$ cat config.mk
export PLATFORM = sky130hd
export DESIGN_NAME = lam_unit
export DESIGN_NICKNAME = d
export VERILOG_FILES = /design/src/rtl/lam_pkg.sv /design/src/rtl/lam_align.sv /design/src/rtl/lam_unit.sv
export SDC_FILE = /design/constraint.sdc
export NUM_CORES = 1
export LEC_CHECK = 0
export CORE_ASPECT_RATIO = 0.7
export CORE_MARGIN = 2
export CORE_UTILIZATION = 48
export CTS_CLUSTER_DIAMETER = 50
export DETAILED_ROUTE_END_ITERATION = 10
export HOLD_SLACK_MARGIN = 0.05
export PLACE_DENSITY = 0.85
export SYNTH_ARGS = -nofsm -noshare
export SYNTH_HDL_FRONTEND = slang
export SYNTH_SLANG_ARGS = --single-unit
$ cat constraint.sdc
create_clock -name clk -period 3.2 [get_ports clk]
set_input_delay 0.64 -clock clk [delete_from_list [all_inputs] [get_ports clk]]
set_output_delay 0.64 -clock clk [all_outputs]
set_load 0.05 [all_outputs]
$ cat src/rtl/lam_pkg.sv
`default_nettype none
// ============================================================================
// Module      : lam_pkg
// Description : Shared definitions for the load/store memory unit: direction
//               bit values, funct3 codes, FSM state encoding and small
//               decode helpers.
// Revision    : 1.0 - initial release
// ============================================================================
package lam_pkg;

  // lam_control[8] values
  localparam logic LAM_STORE = 1'b1;
  localparam logic LAM_LOAD  = 1'b0;

  // funct3 access-size codes
  localparam logic [2:0] F3_B  = 3'b000;
  localparam logic [2:0] F3_H  = 3'b001;
  localparam logic [2:0] F3_W  = 3'b010;
  localparam logic [2:0] F3_BU = 3'b100;
  localparam logic [2:0] F3_HU = 3'b101;

  typedef enum logic [1:0] {
    ST_IDLE = 2'd0,
    ST_REQ  = 2'd1,
    ST_WB   = 2'd2
  } lam_state_e;

  // Stores only have signed-size encodings; loads also accept BU/HU.
  function automatic logic f3_legal(input logic is_store, input logic [2:0] f3);
    logic ok;
    ok = (f3 == F3_B) || (f3 == F3_H) || (f3 == F3_W);
    if (!is_store) begin
      ok = ok || (f3 == F3_BU) || (f3 == F3_HU);
    end
    return ok;
  endfunction

  // Halfwords must be 2-byte aligned, words 4-byte aligned.
  function automatic logic f3_misaligned(input logic [2:0] f3, input logic [1:0] a_lo);
    logic mis;
    mis = 1'b0;
    if ((f3 == F3_H) || (f3 == F3_HU)) begin
      mis = a_lo[0];
    end else if (f3 == F3_W) begin
      mis = (a_lo != 2'b00);
    end
    return mis;
  endfunction

endpackage
`default_nettype wire

$ cat src/rtl/lam_align.sv
`default_nettype none
// ============================================================================
// Module      : lam_align
// Description : Combinational byte-lane steering for stores and byte/halfword
//               extraction with sign/zero extension for loads.
//               Ports: is_store, funct3, addr_lo (addr[1:0]), store_data,
//               rdata -> be, wdata, load_data.
//               Sub-word offsets below the access size are ignored, so a
//               misaligned access falls back to the aligned boundary.
// Revision    : 1.0 - initial release
// ============================================================================
module lam_align
  import lam_pkg::*;
(
  input  logic        is_store,
  input  logic [2:0]  funct3,
  input  logic [1:0]  addr_lo,
  input  logic [31:0] store_data,
  input  logic [31:0] rdata,
  output logic [3:0]  be,
  output logic [31:0] wdata,
  output logic [31:0] load_data
);

  logic [7:0]  sel_byte;
  logic [15:0] sel_half;

  always_comb begin
    case (addr_lo)
      2'd0:    sel_byte = rdata[7:0];
      2'd1:    sel_byte = rdata[15:8];
      2'd2:    sel_byte = rdata[23:16];
      default: sel_byte = rdata[31:24];
    endcase
    sel_half = addr_lo[1] ? rdata[31:16] : rdata[15:0];
  end

  always_comb begin
    case (funct3)
      F3_B:    load_data = {{24{sel_byte[7]}}, sel_byte};
      F3_BU:   load_data = {24'd0, sel_byte};
      F3_H:    load_data = {{16{sel_half[15]}}, sel_half};
      F3_HU:   load_data = {16'd0, sel_half};
      default: load_data = rdata;
    endcase
  end

  // Loads always read the whole word; only stores narrow the enables.
  always_comb begin
    be    = 4'b1111;
    wdata = store_data;
    if (is_store) begin
      case (funct3)
        F3_B: begin
          be    = 4'b0001 << addr_lo;
          wdata = {4{store_data[7:0]}};
        end
        F3_H: begin
          be    = addr_lo[1] ? 4'b1100 : 4'b0011;
          wdata = {2{store_data[15:0]}};
        end
        default: begin
          be    = 4'b1111;
          wdata = store_data;
        end
      endcase
    end
  end

endmodule
`default_nettype wire

$ cat src/rtl/lam_unit.sv
`default_nettype none
// ============================================================================
// Module      : lam_unit
// Description : Load/store unit. Accepts one request from the decoder, runs a
//               single req/ack word transaction on the data bus and issues a
//               one-cycle register writeback for loads.
//               Ports: clk, reset, lam_new, lam_control[8:0], addr, store_data
//               -> busy, err; mem_req/we/addr/be/wdata <-> mem_ack/rdata;
//               wb_en, wb_sel, wb_data.
//               Optional macro LAM_MISALIGN_TRAP_EN: misaligned requests are
//               rejected with err and reported on misalign_addr.
// Revision    : 1.0 - initial release
// ============================================================================
module lam_unit
  import lam_pkg::*;
#(
  parameter int MEM_TIMEOUT = 16,
  parameter int TO_CNT_W    = 5
) (
  input  logic        clk,
  input  logic        reset,
  input  logic        lam_new,
  input  logic [8:0]  lam_control,
  input  logic [31:0] addr,
  input  logic [31:0] store_data,
  output logic        busy,
  output logic        err,
  output logic        mem_req,
  output logic        mem_we,
  output logic [31:0] mem_addr,
  output logic [3:0]  mem_be,
  output logic [31:0] mem_wdata,
  input  logic        mem_ack,
  input  logic [31:0] mem_rdata,
  output logic        wb_en,
  output logic [4:0]  wb_sel,
  output logic [31:0] wb_data
`ifdef LAM_MISALIGN_TRAP_EN
  ,
  output logic [31:0] misalign_addr
`endif
);

  localparam logic [TO_CNT_W-1:0] TO_LAST =
      TO_CNT_W'((MEM_TIMEOUT > 0) ? (MEM_TIMEOUT - 1) : 0);
  localparam logic [TO_CNT_W-1:0] TO_ONE  = {{(TO_CNT_W-1){1'b0}}, 1'b1};

  lam_state_e          state_q, state_d;
  logic [31:0]         addr_q, addr_d;
  logic [31:0]         sdata_q, sdata_d;
  logic [8:0]          ctrl_q, ctrl_d;
  logic [TO_CNT_W-1:0] to_cnt_q, to_cnt_d;
  logic                err_q, err_d;
  logic [31:0]         wbd_q, wbd_d;
`ifdef LAM_MISALIGN_TRAP_EN
  logic [31:0]         mis_q, mis_d;
`endif

  logic [3:0]  al_be;
  logic [31:0] al_wdata;
  logic [31:0] al_load;

  lam_align u_align (
    .is_store   (ctrl_q[8] == LAM_STORE),
    .funct3     (ctrl_q[7:5]),
    .addr_lo    (addr_q[1:0]),
    .store_data (sdata_q),
    .rdata      (mem_rdata),
    .be         (al_be),
    .wdata      (al_wdata),
    .load_data  (al_load)
  );

  always_comb begin
    state_d  = state_q;
    addr_d   = addr_q;
    sdata_d  = sdata_q;
    ctrl_d   = ctrl_q;
    to_cnt_d = to_cnt_q;
    err_d    = 1'b0;
    wbd_d    = wbd_q;
`ifdef LAM_MISALIGN_TRAP_EN
    mis_d    = mis_q;
`endif
    case (state_q)
      ST_IDLE: begin
        if (lam_new) begin
          if (!f3_legal(lam_control[8] == LAM_STORE, lam_control[7:5])) begin
            err_d = 1'b1;
`ifdef LAM_MISALIGN_TRAP_EN
          end else if (f3_misaligned(lam_control[7:5], addr[1:0])) begin
            err_d = 1'b1;
            mis_d = addr;
`endif
          end else begin
            addr_d   = addr;
            sdata_d  = store_data;
            ctrl_d   = lam_control;
            to_cnt_d = '0;
            state_d  = ST_REQ;
`ifdef LAM_MISALIGN_TRAP_EN
            mis_d    = '0;
`endif
          end
        end
      end
      ST_REQ: begin
        if (mem_ack) begin
          if (ctrl_q[8] == LAM_LOAD) begin
            wbd_d   = al_load;
            state_d = ST_WB;
          end else begin
            state_d = ST_IDLE;
          end
        end else if ((MEM_TIMEOUT != 0) && (to_cnt_q == TO_LAST)) begin
          err_d   = 1'b1;
          state_d = ST_IDLE;
        end else begin
          to_cnt_d = to_cnt_q + TO_ONE;
        end
      end
      ST_WB: begin
        state_d = ST_IDLE;
      end
      default: begin
        state_d = ST_IDLE;
      end
    endcase
  end

  always_ff @(posedge clk) begin
    if (reset) begin
      state_q  <= ST_IDLE;
      addr_q   <= '0;
      sdata_q  <= '0;
      ctrl_q   <= '0;
      to_cnt_q <= '0;
      err_q    <= 1'b0;
      wbd_q    <= '0;
`ifdef LAM_MISALIGN_TRAP_EN
      mis_q    <= '0;
`endif
    end else begin
      state_q  <= state_d;
      addr_q   <= addr_d;
      sdata_q  <= sdata_d;
      ctrl_q   <= ctrl_d;
      to_cnt_q <= to_cnt_d;
      err_q    <= err_d;
      wbd_q    <= wbd_d;
`ifdef LAM_MISALIGN_TRAP_EN
      mis_q    <= mis_d;
`endif
    end
  end

  // Bus and writeback fields are forced to zero outside their active state
  // so an idle unit presents an all-zero interface.
  always_comb begin
    busy      = (state_q != ST_IDLE);
    err       = err_q;
    mem_req   = (state_q == ST_REQ);
    mem_we    = mem_req && (ctrl_q[8] == LAM_STORE);
    mem_addr  = mem_req ? {addr_q[31:2], 2'b00} : 32'd0;
    mem_be    = mem_req ? al_be : 4'b0000;
    mem_wdata = mem_we ? al_wdata : 32'd0;
    wb_en     = (state_q == ST_WB) && (ctrl_q[4:0] != 5'd0);
    wb_sel    = (state_q == ST_WB) ? ctrl_q[4:0] : 5'd0;
    wb_data   = (state_q == ST_WB) ? wbd_q : 32'd0;
  end

`ifdef LAM_MISALIGN_TRAP_EN
  assign misalign_addr = mis_q;
`endif

endmodule
`default_nettype wire

==> summary.md, run 1 <==
| Metric | Value |
|---|---|
| Postcts setup bufs | `0` |
| WP data arrival | `between 2 and 2.5 ns` |
| Fmax | `approximately 330 MHz` |
| Starting density of the core | `approximately half` |
| Total Routing Usage GR | `28.1%` |
| Placeable Area | `between 10000 and 15000 µm²` |
| Clock Pin Slew Worst Setup and Hold Paths | `0.06 ns` |
| First-pass GRT wire length | `28000 µm` |
| Worst setup path class | `reg -> out` |
| Synth Cell Area | `around 5700 µm²` |
| Post-cts resize count | `0` |
| Leak Pwr | `around 3.8 nW` |
| I/O Buffers | `216` |
| Fin crit share | `95.3%` |
| Total Power | `just under 4 mW` |
| Fin Setup TNS | `0 ns` |
| # IOs | `roughly 220` |
| Post-DR wirelength/cell | `between 15 and 20 µm` |
| Initial antenna violation count | `1` |
| Fraction of registers with async set/reset | `0%` |
| Clock Sinks | `113` |
| CTS Buf Count | `17` |
| Vias per cell | `about 5.4` |
| Finished Layout Cells | `1109` |
| Yosys reg bits | `between 100 and 150` |
| Root buffer cell | `clkbuf_16` |
| Fin nets | `about 1100` |
| Hold depth | `2` |
| Placer Congestion | `0.850` |
| Row count | `33` |
| Synth warn | `0` |
| Worst EP required | `roughly 2.6 ns` |
| # fillers | `just under 900` |
| Setup crit end kind | `output pin` |
| Status | `completed` |
| Residual DRC | `0` |
| Iteration-0 DRC Markers | `544` |
| H-tree Lvls | `4` |
| Drt total wl | `18300 µm` |
| Pwr/cell area | `460 nW/µm²` |
| Antenna Cells | `0` |
| Vias | `about 6000` |
| Post-DRT Antenna Nets | `0` |
| Latest clock arrival within the worst-skew pair | `0.41 ns` |
| Mapped Cells | `752` |
| Die area | `about 13000 µm²` |
| Max Root-Sink Buffers | `2` |
| RSZ-0062 raised after global routing | `false` |
| Chip Width | `about 130 µm` |
| Max transition margin | `36.8%` |
| Hold Crit Class | `reg -> reg` |
| Syn avg cell area | `7.56 µm²` |
| Final hold violations | `0` |
| Max IR drop VDD | `between 0.3 and 0.4 mV` |
| Leading area contributor after synthesis | `dfxtp_1` |
| R2r worst-path depth | `5` |
| Global route overflow | `0` |
| Top FF cell, synth | `dfxtp_1` |
| Number of synthesized flops with an enable pin | `0` |
| Sequential fraction of the synthesis area | `between 30% and 40%` |
| Synth top area share | `39.8%` |
| First-pass iteration count of the detailed router | `5` |
| CP startpoint kind | `flip-flop` |
| DPL Wire Length | `around 12000 µm` |
| Area grow syn2layout | `51.1%` |
| Inst Count DP | `1077` |
| Tightest Pin Transition | `around 0.95 ns` |
| Shortest period the worst path allows | `3.05 ns` |
| Max_cap viols | `0` |
| Unique cell type count in the Yosys netlist | `51` |
| Cts hold-fix bufs | `0` |
| Slew Viols, Final | `0` |
| Synth top area cells | `dfxtp_1, nand2_1, a21oi_1` |
| Die height | `95.1 µm` |
| Worst Clk Skew | `0.00550 ns` |
| Largest net degree at the start of global routing | `between 50 and 60` |
| Vias in the first global route | `between 5000 and 6000` |
| CTS tree | `built` |
| Setup violators final | `0` |
| Critical Path Fanout Max | `12` |
| Share of cells above drive strength 1 | `14.5%` |
-- logic make-up after synthesis --
logic type      Yosys count  share of synthesized area, %
compound gates          180                          19.4
fa+ha+maj                 2                         0.440
buf+inv                  72                          6.73
flops                   113                          39.8
mux                      24                          4.45
other cells               1                        0.0660
simple gates            360                          29.2
-- critical path, stage by stage (launching register included) --
cell and delay [ns]:
dfxtp_1 0.56, nand2b_2 0.20, inv_2 0.18, and3_1 0.23, clkdlybuf4s50_1 0.82
-- placed cells by master, fill, tap and decap left out, types with 4 or more instances in the layout --
cell,n
a22oi_1,10
inv_1,7
nand2b_1,7
mux2_2,10
dfxtp_1,113
and2_1,67
nand2_1,197
o21ai_0,11
nor2b_1,4
clkbuf_16,17
nor2_1,51
buf_4,61
nor3_1,6
clkdlybuf4s50_1,114
dlymetal6s2s_1,34
a211oi_1,34
buf_12,22
a21oi_1,100
and3_1,9
o211ai_1,6
clkinvlp_4,5
mux2i_1,14
-- metrics by stage --
step           instance area (µm²)  setup WS, ns  hold slack [ns]  util, %
3_5_place_dp                  7920         0.515            0.443     68.0
5_1_grt                       8590       0.00283            0.472     73.8
4_1_cts                       8500        0.0629            0.451     73.0
3_3_place_gp                  7920         0.557            0.436     68.0
2_1_floorplan                 5690         0.283            0.427        -
6_report                      8590         0.152            0.449     73.8
-- synth_stat cells, types with 10 or more instances --
cell type / n
nand2_1: 197
dfxtp_1: 113
a21oi_1: 100
and2_1: 67
nor2_1: 51
a211oi_1: 34
clkbuf_1: 30
buf_2: 21
mux2i_1: 14
o21ai_0: 11
a22oi_1: 10
buf_6: 10
mux2_2: 10
-- power by group --
part | internal (mW) | switching, mW | leakage [nW]
combinational | 0.260 | 0.298 | 2.58
clock | 1.16 | 0.684 | 0.271
sequential | 1.48 | 0.0641 | 0.921
total | 2.90 | 1.05 | 3.77
-- final cells by class --
class                   count  area (µm²)  share of cell area, %
flip-flops and latches    113        2260                   26.3
well taps                 157         196                   2.29
repair buffers            231        2460                   28.7
inverters                   8        30.0                  0.350
multi-input cells         568        3050                   35.6
clock inverters            13         139                   1.62
clock buffers              19         443                   5.16
-- final timing paths --
check                 endpoint       start  slack [ns]
setup / recovery  mem_wdata[0]  state_q[0]        0.15
hold / removal       addr_q[6]   addr_q[6]        0.45
setup reg to reg     wbd_q[11]  state_q[0]        0.99
hold reg to reg      addr_q[6]   addr_q[6]        0.45
-- registers in the layout (all words and copies together) (netlist names) --
register / cells
ctrl_q: 9
sdata_q: 32
err: 1
addr_q: 32
to_cnt_q: 5
state_q: 2
wbd_q: 32
-- routing by layer --
| layer | GRT usage (%) | wire length [µm] | vias to the layer above |
|---|---|---|---|
| li1 | - | - | 2902 |
| met1 | 38.6 | 8020 | 2732 |
| met2 | 43.4 | 8230 | 307 |
| met3 | 7.23 | 1770 | 34 |
| met4 | 9.47 | 275 | 2 |
| met5 | 0 | 13 | - |
Note: power is estimated with default switching activity, not from simulation.
==> run 2, diff against run 1 <==
--- a/config.mk
+++ b/config.mk
@@ -10,6 +10,7 @@
 export CORE_UTILIZATION = 48
 export CTS_CLUSTER_DIAMETER = 50
 export DETAILED_ROUTE_END_ITERATION = 10
+export GPL_ROUTABILITY_DRIVEN = 0
 export HOLD_SLACK_MARGIN = 0.05
 export PLACE_DENSITY = 0.85
 export SYNTH_ARGS = -nofsm -noshare
==> results of run 2 <==
Final layout, timing and power as in run 1 (identical DEF).
